File: config.mk
export PLATFORM = sky130hd
export DESIGN_NAME = updown_mod_counter
export DESIGN_NICKNAME = d
export VERILOG_FILES = /design/src/rtl/updown_mod_counter_pkg.sv /design/src/rtl/counter_next_calc.sv /design/src/rtl/updown_mod_counter.sv
export SDC_FILE = /design/constraint.sdc
export NUM_CORES = 1
export LEC_CHECK = 0
export BUFFER_PORTS_ARGS = -buffer_cell sky130_fd_sc_hd__buf_2
export CORE_MARGIN = 3
export CORE_UTILIZATION = 45
export DETAILED_ROUTE_END_ITERATION = 10
export GPL_ROUTABILITY_DRIVEN = 1
export GPL_TIMING_DRIVEN = 0
export PLACE_DENSITY = 0.68
export SLEW_MARGIN = 10
export SYNTH_ARGS = -nofsm -noshare
export SYNTH_HDL_FRONTEND = slang
export SYNTH_SLANG_ARGS = --single-unit
File: constraint.sdc
create_clock -name clk -period 3.6 [get_ports clk]
set_input_delay 0.54 -clock clk [delete_from_list [all_inputs] [get_ports clk]]
set_output_delay 0.54 -clock clk [all_outputs]
set_load 0.01 [all_outputs]
File: src/rtl/updown_mod_counter_pkg.sv
// Shared constants for the up/down modulo counter.
//   DIR_UP / DIR_DOWN    : encoding of the up_down input
//   MODE_WRAP / MODE_SAT : boundary handling mode fed to counter_next_calc
//   DEFAULT_WIDTH        : default count/data/limit width
//   DEFAULT_STEP_W       : default step input width
package updown_mod_counter_pkg;

    localparam logic DIR_UP    = 1'b1;
    localparam logic DIR_DOWN  = 1'b0;

    localparam logic MODE_WRAP = 1'b0;
    localparam logic MODE_SAT  = 1'b1;

    localparam int unsigned DEFAULT_WIDTH  = 8;
    localparam int unsigned DEFAULT_STEP_W = 4;

endpackage : updown_mod_counter_pkg

File: src/rtl/counter_next_calc.sv
// Combinational next-count and boundary-event calculation for one enabled
// counting cycle. Load and hold are handled by the caller.
// Saturate handling exists only when UPDOWN_MOD_COUNTER_SAT_EN is defined;
// otherwise every boundary event wraps and mode is unused.
//   count          : current count
//   step           : magnitude per enabled cycle
//   limit          : terminal value
//   up_down        : direction (DIR_UP / DIR_DOWN)
//   mode           : MODE_WRAP / MODE_SAT
//   next_count     : count to register on an enabled cycle
//   boundary_event : the enabled cycle crossed or was outside 0..limit
module counter_next_calc
    import updown_mod_counter_pkg::*;
#(
    parameter int unsigned WIDTH  = DEFAULT_WIDTH,
    parameter int unsigned STEP_W = DEFAULT_STEP_W
) (
    input  logic [WIDTH-1:0]  count,
    input  logic [STEP_W-1:0] step,
    input  logic [WIDTH-1:0]  limit,
    input  logic              up_down,
    input  logic              mode,
    output logic [WIDTH-1:0]  next_count,
    output logic              boundary_event
);

    // One guard bit keeps count+step and count+limit+1 from overflowing.
    localparam int unsigned EW = WIDTH + 1;

    logic [EW-1:0]    count_e;
    logic [EW-1:0]    limit_e;
    logic [EW-1:0]    step_e;
    logic [EW-1:0]    sum_e;
    logic [EW-1:0]    wrap_up_e;
    logic [EW-1:0]    wrap_dn_e;
    logic             step_zero;
    logic             out_of_range;
    logic             step_gt_limit;
    logic [WIDTH-1:0] wrap_next;
    logic [WIDTH-1:0] bound_next;

    assign count_e       = {1'b0, count};
    assign limit_e       = {1'b0, limit};
    assign step_e        = EW'(step);
    assign sum_e         = count_e + step_e;
    assign wrap_up_e     = sum_e - limit_e - EW'(1);
    assign wrap_dn_e     = count_e + limit_e + EW'(1) - step_e;
    assign step_zero     = (step == '0);
    assign out_of_range  = (count_e > limit_e);
    assign step_gt_limit = (step_e > limit_e);

    // Wrapped result; a step larger than the whole range lands on 0.
    always_comb begin
        wrap_next = '0;
        if (!step_gt_limit) begin
            wrap_next = (up_down == DIR_UP) ? WIDTH'(wrap_up_e) : WIDTH'(wrap_dn_e);
        end
    end

`ifdef UPDOWN_MOD_COUNTER_SAT_EN
    // Saturate pins to the bound in the direction of travel.
    always_comb begin
        bound_next = wrap_next;
        if (mode == MODE_SAT) begin
            bound_next = (up_down == DIR_UP) ? limit : '0;
        end
    end
`else
    logic unused_mode;
    assign unused_mode = mode;
    assign bound_next  = wrap_next;
`endif

    // Step 0 is a hold; an out-of-range count is pulled back in before any step.
    always_comb begin
        next_count     = count;
        boundary_event = 1'b0;
        if (!step_zero) begin
            if (out_of_range) begin
                boundary_event = 1'b1;
                next_count     = (up_down == DIR_UP) ? '0 : limit;
            end else if (up_down == DIR_UP) begin
                if (sum_e <= limit_e) begin
                    next_count = WIDTH'(sum_e);
                end else begin
                    boundary_event = 1'b1;
                    next_count     = bound_next;
                end
            end else begin
                if (count_e >= step_e) begin
                    next_count = WIDTH'(count_e - step_e);
                end else begin
                    boundary_event = 1'b1;
                    next_count     = bound_next;
                end
            end
        end
    end

endmodule : counter_next_calc

File: src/rtl/updown_mod_counter.sv
// Programmable-limit up/down counter with variable step, load, terminal
// pulse and sticky overflow. Optional saturate mode via the macro
// UPDOWN_MOD_COUNTER_SAT_EN; without it sat_mode is present but unused.
//   clk, rst_n : clock, asynchronous active-low reset
//   load_n     : synchronous load (active-low), beats counting
//   ce         : count enable
//   up_down    : 1 = up, 0 = down
//   data_load  : load value, clamped to limit
//   limit      : terminal value, count range 0..limit
//   step       : magnitude per enabled cycle
//   sat_mode   : 1 = saturate, 0 = wrap
//   clr_ovf    : clears ovf_sticky (a same-cycle event wins)
//   count_out  : current count
//   max_count  : count_out == limit
//   zero       : count_out == 0
//   tc         : registered boundary-event pulse
//   ovf_sticky : sticky boundary-event flag
module updown_mod_counter
    import updown_mod_counter_pkg::*;
#(
    parameter int unsigned WIDTH  = DEFAULT_WIDTH,
    parameter int unsigned STEP_W = DEFAULT_STEP_W
) (
    input  logic              clk,
    input  logic              rst_n,
    input  logic              load_n,
    input  logic              ce,
    input  logic              up_down,
    input  logic [WIDTH-1:0]  data_load,
    input  logic [WIDTH-1:0]  limit,
    input  logic [STEP_W-1:0] step,
    input  logic              sat_mode,
    input  logic              clr_ovf,
    output logic [WIDTH-1:0]  count_out,
    output logic              max_count,
    output logic              zero,
    output logic              tc,
    output logic              ovf_sticky
);

    logic [WIDTH-1:0] count_q;
    logic [WIDTH-1:0] next_count;
    logic [WIDTH-1:0] load_value;
    logic             boundary_event;
    logic             event_applied;
    logic             mode;
    logic             tc_q;
    logic             ovf_q;

`ifdef UPDOWN_MOD_COUNTER_SAT_EN
    assign mode = sat_mode ? MODE_SAT : MODE_WRAP;
`else
    logic unused_sat_mode;
    assign unused_sat_mode = sat_mode;
    assign mode            = MODE_WRAP;
`endif

    // Loads never exceed the current terminal value.
    assign load_value = (data_load > limit) ? limit : data_load;

    counter_next_calc #(
        .WIDTH  (WIDTH),
        .STEP_W (STEP_W)
    ) u_next_calc (
        .count          (count_q),
        .step           (step),
        .limit          (limit),
        .up_down        (up_down),
        .mode           (mode),
        .next_count     (next_count),
        .boundary_event (boundary_event)
    );

    // Events only count on enabled, non-load cycles.
    assign event_applied = load_n & ce & boundary_event;

    // Count register: load beats enable beats hold.
    always_ff @(posedge clk or negedge rst_n) begin
        if (!rst_n) begin
            count_q <= '0;
        end else if (!load_n) begin
            count_q <= load_value;
        end else if (ce) begin
            count_q <= next_count;
        end
    end

    // Terminal pulse and sticky flag; a set beats a simultaneous clear.
    always_ff @(posedge clk or negedge rst_n) begin
        if (!rst_n) begin
            tc_q  <= 1'b0;
            ovf_q <= 1'b0;
        end else begin
            tc_q  <= event_applied;
            ovf_q <= event_applied | (ovf_q & ~clr_ovf);
        end
    end

    assign count_out  = count_q;
    assign tc         = tc_q;
    assign ovf_sticky = ovf_q;
    assign max_count  = (count_q == limit);
    assign zero       = (count_q == '0);

endmodule : updown_mod_counter

==> flow_summary.json, run 1 <==
{
  "status": "finished with violations",
  "violations": "setup timing",
  "grt_usage": 0.242,
  "final_cell_mix": "ha_1, inv_1, buf_2, nand2_1, a21oi_1",
  "ioPinCount": 39,
  "drt_pass1_iterations": 5,
  "drive_gt1_frac": 0.238,
  "worst_pin_slew_ps": 994,
  "worst-setup-path-type": "reg -> reg",
  "antennaDiodeCount": 0,
  "ys_types": 57,
  "dp_slack_ps": -617,
  "fin_tns_setup_ps": -66.9,
  "fill_cells": 537,
  "cts_buffer_depth": 2,
  "clkSinkCount": 10,
  "grt_pass1_vias": 2686,
  "crit_arrival_ps": 3750,
  "skew_ps": 6.59,
  "power_density_nw_per_um2": 650,
  "start_kind": "flop",
  "gp_congestion": 0.958,
  "layoutNonFillerInstCount": 459,
  "synth_cells": 338,
  "post_synth.cell_area_avg_sq_um": 7.87,
  "via_count": 2784,
  "drc": 0,
  "syn_to_final_growth_pct": 22.4,
  "ys_seq_area_frac": 0.0941,
  "synth_edf_count": 0,
  "overflow": 0,
  "slew_headroom": 0.333,
  "antenna_found_initial": 0,
  "hp-class": "in -> async",
  "portBuffers": 36,
  "rows": 27,
  "maxSlewViolCount": 0,
  "rsz0062_at_grt": "yes",
  "cts_tree": "yes",
  "period_share": 1.01,
  "postSynth.asyncResetShare": 1.00,
  "peakVddDrop_mv": 0.281,
  "die_w_um": 82.9,
  "nets": 472,
  "dpl.cell_count": 446,
  "synth_largest_area_cell": "ha_1",
  "layout_commonest_cell": "ha_1",
  "final.min_clock_period_ps": 3640,
  "wl_per_cell_um": 18.8,
  "ant_nets": 0,
  "cp_max_fo": 11,
  "grt_max_degree": 12,
  "synthesis.nets": 421,
  "insertion_delay_ps": 240,
  "end_kind": "flop",
  "synth_area_sq_um": 2660,
  "yosys.area.top_type_share": 0.231,
  "hold_viol": 0,
  "grt_pass1_wl_mm": 13.5,
  "dieArea_sq_um": 6870,
  "cts_root_buf": "clkbuf_8",
  "wl_mm": 8.64,
  "vias_per_cell": 6.07,
  "synth_area_leaders": "ha_1, dfrtp_1, inv_1, fa_1, a21oi_1",
  "cts.clk_slew.worst_paths_ps": 50,
  "place_hpwl_mm": 6.61,
  "h-tree-depth": 1,
  "yosysWarnings": 0,
  "worstPathRequired_ps": 3720,
  "numCtsBuffers": 3,
  "start_util": 0.474,
  "synth_seq_cells": 10,
  "setup_ws_ps": -35.2,
  "synth_ff_type": "dfrtp_1",
  "drv_cap": 0,
  "coreArea_sq_um": 5610,
  "cts_hold_buf": 0,
  "drt_iter0_drc": 273,
  "leakage_nw": 1.58,
  "die_y_um": 82.9,
  "max_freq_mhz": 275,
  "setup_viol_count_final": 3
}
-- per-layer routing --
metal	part of all wire	wire length (um)	GRT usage	vias up
li1	-	-	-	1322
met1	0.44	3770	0.322	1312
met2	0.46	3990	0.388	132
met3	0.079	681	0.0536	18
met4	0.023	196	0.0758	0
met5	0	0	0	-
-- cells in the mapped netlist, types with 2 or more instances --
cell / n
o21ai_0: 14
nor2b_1: 9
nor2_1: 17
and3_1: 4
a31oi_1: 3
buf_2: 2
a222oi_1: 2
o21a_1: 4
o211ai_1: 6
xor2_1: 9
a21boi_0: 4
clkbuf_1: 8
a221o_1: 2
nor4_1: 2
o41ai_1: 2
a311oi_1: 2
nand3_1: 9
a21o_1: 5
nand2b_1: 8
o21bai_1: 2
a211o_1: 3
nor3_1: 6
mux2i_1: 8
nand4_1: 8
fa_1: 7
o221ai_1: 2
o2bb2ai_1: 2
buf_6: 2
xnor2_1: 12
nand2_1: 21
a21oi_1: 23
or3_1: 3
ha_1: 49
a211oi_1: 3
dfrtp_1: 10
a22oi_1: 2
mux2_2: 2
a31o_2: 2
inv_1: 41
-- what timing repair did --
action / 4_1_cts / 5_1_grt
pin swaps: 9 / 14
resized for setup: 21 / 21
endpoints found under the hold margin: 0 / 0
setup endpoints to repair: 10 / 10
buffers inserted: 10 / 3
-- registers in the layout, indices dropped and copies added, names as in the netlist --
name	cells
count_out	8
ovf_sticky	1
tc	1
-- path summary, 6_finish.rpt --
path                       slack [ps]    startpoint  cells after the start      endpoint
max                               -40  count_out[1]                     14  count_out[4]
min                               150         rst_n                      1  count_out[4]
max reg2reg                       -40  count_out[1]                     14  count_out[4]
min reg2reg                       480    ovf_sticky                      1    ovf_sticky
max in group asynchronous        3240         rst_n                      1  count_out[2]
min in group clk                  480    ovf_sticky                      1    ovf_sticky
-- report_power, final --
part | switching [W] | internal [W]
combinational | 0.000957 | 0.000814
sequential | 0.0000791 | 0.000146
clock | 0.0000451 | 0.0000733
total | 0.00108 | 0.00103
-- kinds of logic after synthesis --
group                      count (synthesis)  share of synthesized area
AOI/OAI and AO/OA                         94                      0.250
xor gates and xnor gates                  21                     0.0692
adders and majority gates                 56                      0.283
buffers and inverters                     55                     0.0847
DFF                                       10                     0.0941
muxes                                     11                     0.0442
and+or+nand+nor                           91                      0.175
-- cell type report --
class                           count  area (sq um)  share of cell area
Multi-Input combinational cell    273          2360               0.724
Timing Repair Buffer               49           295              0.0907
Sequential cell                    10           254              0.0780
Inverter                           42           158              0.0484
Tap cell                           72          90.1              0.0277
Buffer                             10          58.8              0.0181
Clock buffer                        3          41.3              0.0127
-- worst max-delay path, cell delays in order, from the launching register on --
cell      delay (ps)
dfrtp_2          540
ha_1             380
nor2b_1           70
o21ai_1          260
a21oi_1          140
xnor2_1          180
ha_1             230
a211o_1          270
or3b_1           350
a31oi_1          190
o32ai_2          130
buf_4            190
nor2_4           100
o311ai_4         100
a221o_1          380
-- per-stage QoR --
step / area [sq um] / util / power (W) / hold slack [ps]
after detailed placement: 2940 / 0.524 / 0.00167 / 412
after CTS: 3130 / 0.559 / 0.00194 / 165
after floorplan: 2670 / - / 0.00131 / 244
after global placement: 2940 / 0.524 / 0.00164 / 411
after global routing: 3260 / 0.581 / 0.00229 / 174
final: 3260 / 0.581 / 0.00211 / 150
Note: power is estimated with default switching activity, not from simulation.
==> run 2: changes to the inputs <==
Settings changed: CORE_ASPECT_RATIO set to 0.9, CORE_UTILIZATION 45 to 50, PLACE_DENSITY 0.68 to 0.74.
==> flow_summary.json, run 2 (same netlist as run 1, synthesis figures left out) <==
{
  "crit_arrival_ps": 3780,
  "final_cell_mix": "ha_1, inv_1, buf_2, nand2_1, a21oi_1",
  "setup_viol_count_final": 7,
  "vias_per_cell": 6.16,
  "drv_cap": 0,
  "design_area_sq_um": 3290,
  "clkSinkCount": 10,
  "drive_gt1_frac": 0.255,
  "dieArea_sq_um": 6230,
  "worst_pin_slew_ps": 1000,
  "max_freq_mhz": 274,
  "h-tree-depth": 1,
  "insertion_delay_ps": 240,
  "wl_per_cell_um": 18.8,
  "setup_ws_ps": -52.1,
  "violations": "setup timing",
  "start_kind": "flop",
  "worst-setup-path-type": "reg -> reg",
  "power_density_nw_per_um2": 659,
  "leakage_nw": 1.60,
  "cpPeakStageDelay_ps": 440,
  "place_hpwl_mm": 6.51,
  "hold_viol": 0,
  "grt_pass1_vias": 2567,
  "fin_tns_setup_ps": -209,
  "start_util": 0.533,
  "slew_headroom": 0.328,
  "grt_pass1_wl_mm": 12.9,
  "cp_max_fo": 4,
  "cts.clk_slew.worst_paths_ps": 50,
  "cts_root_buf": "clkbuf_8",
  "status": "finished with violations",
  "drt_pass1_iterations": 7,
  "power.total_w": 0.00217,
  "overflow": 0,
  "die_w_um": 82.9,
  "hp-class": "in -> async",
  "wl_mm": 8.51,
  "skew_ps": 1.02,
  "antennaDiodeCount": 0,
  "final.min_clock_period_ps": 3650,
  "grt_max_degree": 12,
  "ant_nets": 0,
  "drt_iter0_drc": 368,
  "crit_path_frequent_cell": "nor2_2",
  "crit_chain": "ha_4 -> fa_2 -> nand2b_1 -> a21oi_2 -> nor2_2 -> nor2_2 -> xnor2_2 -> ha_1 -> a211o_1 -> or3b_1 -> a31oi_2 -> o32ai_4 -> mux2i_1 -> buf_4 -> a21oi_1 -> a21o_1",
  "rsz0062_at_grt": "yes",
  "die_y_um": 75.2,
  "worstPathRequired_ps": 3730,
  "critPathSlowestCell": "dfrtp_2",
  "nets": 473,
  "antenna_found_initial": 0,
  "place_area_sq_um": 2930,
  "cts_buffer_depth": 2,
  "via_count": 2789,
  "gp_congestion": 0.957,
  "post-route-util": 0.660,
  "maxSlewViolCount": 0,
  "numCtsBuffers": 3,
  "grt_usage": 0.261,
  "syn_to_final_growth_pct": 23.7,
  "rr_worst_depth": 16,
  "rows": 24,
  "cts_hold_buf": 0,
  "coreArea_sq_um": 4980,
  "portBuffers": 36,
  "end_kind": "flop",
  "layout_commonest_cell": "ha_1",
  "cts_tree": "yes",
  "peakVddDrop_mv": 0.382,
  "ioPinCount": 39,
  "period_share": 1.01,
  "largest_reg_flops": 8,
  "drc": 0
}
[run 2: changes by cell type in the layout (fill, tap and decap cells not counted), sizes merged]
cell,before,now
buf,53,54
[run 2: final timing paths]
| kind | from | to | slack (ps) |
|---|---|---|---|
| min in group clk | ovf_sticky | ovf_sticky | 480 |
| hold reg to reg | ovf_sticky | ovf_sticky | 480 |
| hold / removal | rst_n | count_out[4] | 160 |
| max in group asynchronous | rst_n | count_out[1] | 3220 |
| setup reg to reg | count_out[0] | ovf_sticky | -50 |
| setup / recovery | count_out[0] | ovf_sticky | -50 |
[run 2: metrics by stage]
stage          instances  hold WS, ps  setup slack [ps]
6_report             453          162             -52.1
5_1_grt              453          182              -154
4_1_cts              447          169             -74.4
3_3_place_gp         439          413              -593
2_1_floorplan        338          244             -4.09
3_5_place_dp         439          414              -604
[run 2: critical path: cells and delay by family, from the launching register on]
family	cells	cell delay, ps
fa+ha+maj	3	820
compound gates	6	950
flops	1	440
mux	1	270
xor+xnor	1	150
buf+inv	1	170
simple gates	4	720
[run 2: metal layers]
layer / up-vias / GRT usage / routed length, um
met5: - / 0 / 0
met1: 1315 / 0.354 / 3600
met3: 17 / 0.0394 / 823
met4: 0 / 0.0563 / 165
li1: 1325 / - / -
met2: 132 / 0.445 / 3920
[run 2: final cells by class]
type                       count  area (sq um)
buffer                        10          62.6
clock buffer                   3          41.3
fill                         423          1700
inverter                      42           158
multi-input combinational    273          2390
sequential                    10           254
tap                           65          81.3
timing repair buffer          50           299
[run 2: power by group]
part           leakage [nW]  internal (W)  switching [W]
sequential            0.121      0.000146      0.0000715
combinational          1.46      0.000860       0.000974
clock                0.0216     0.0000732      0.0000436
[run 2: what timing repair did]
action	in CTS	in global routing
pin swaps	12	12
setup endpoints to repair	10	10
setup buffers	8	6
resized for setup	25	21
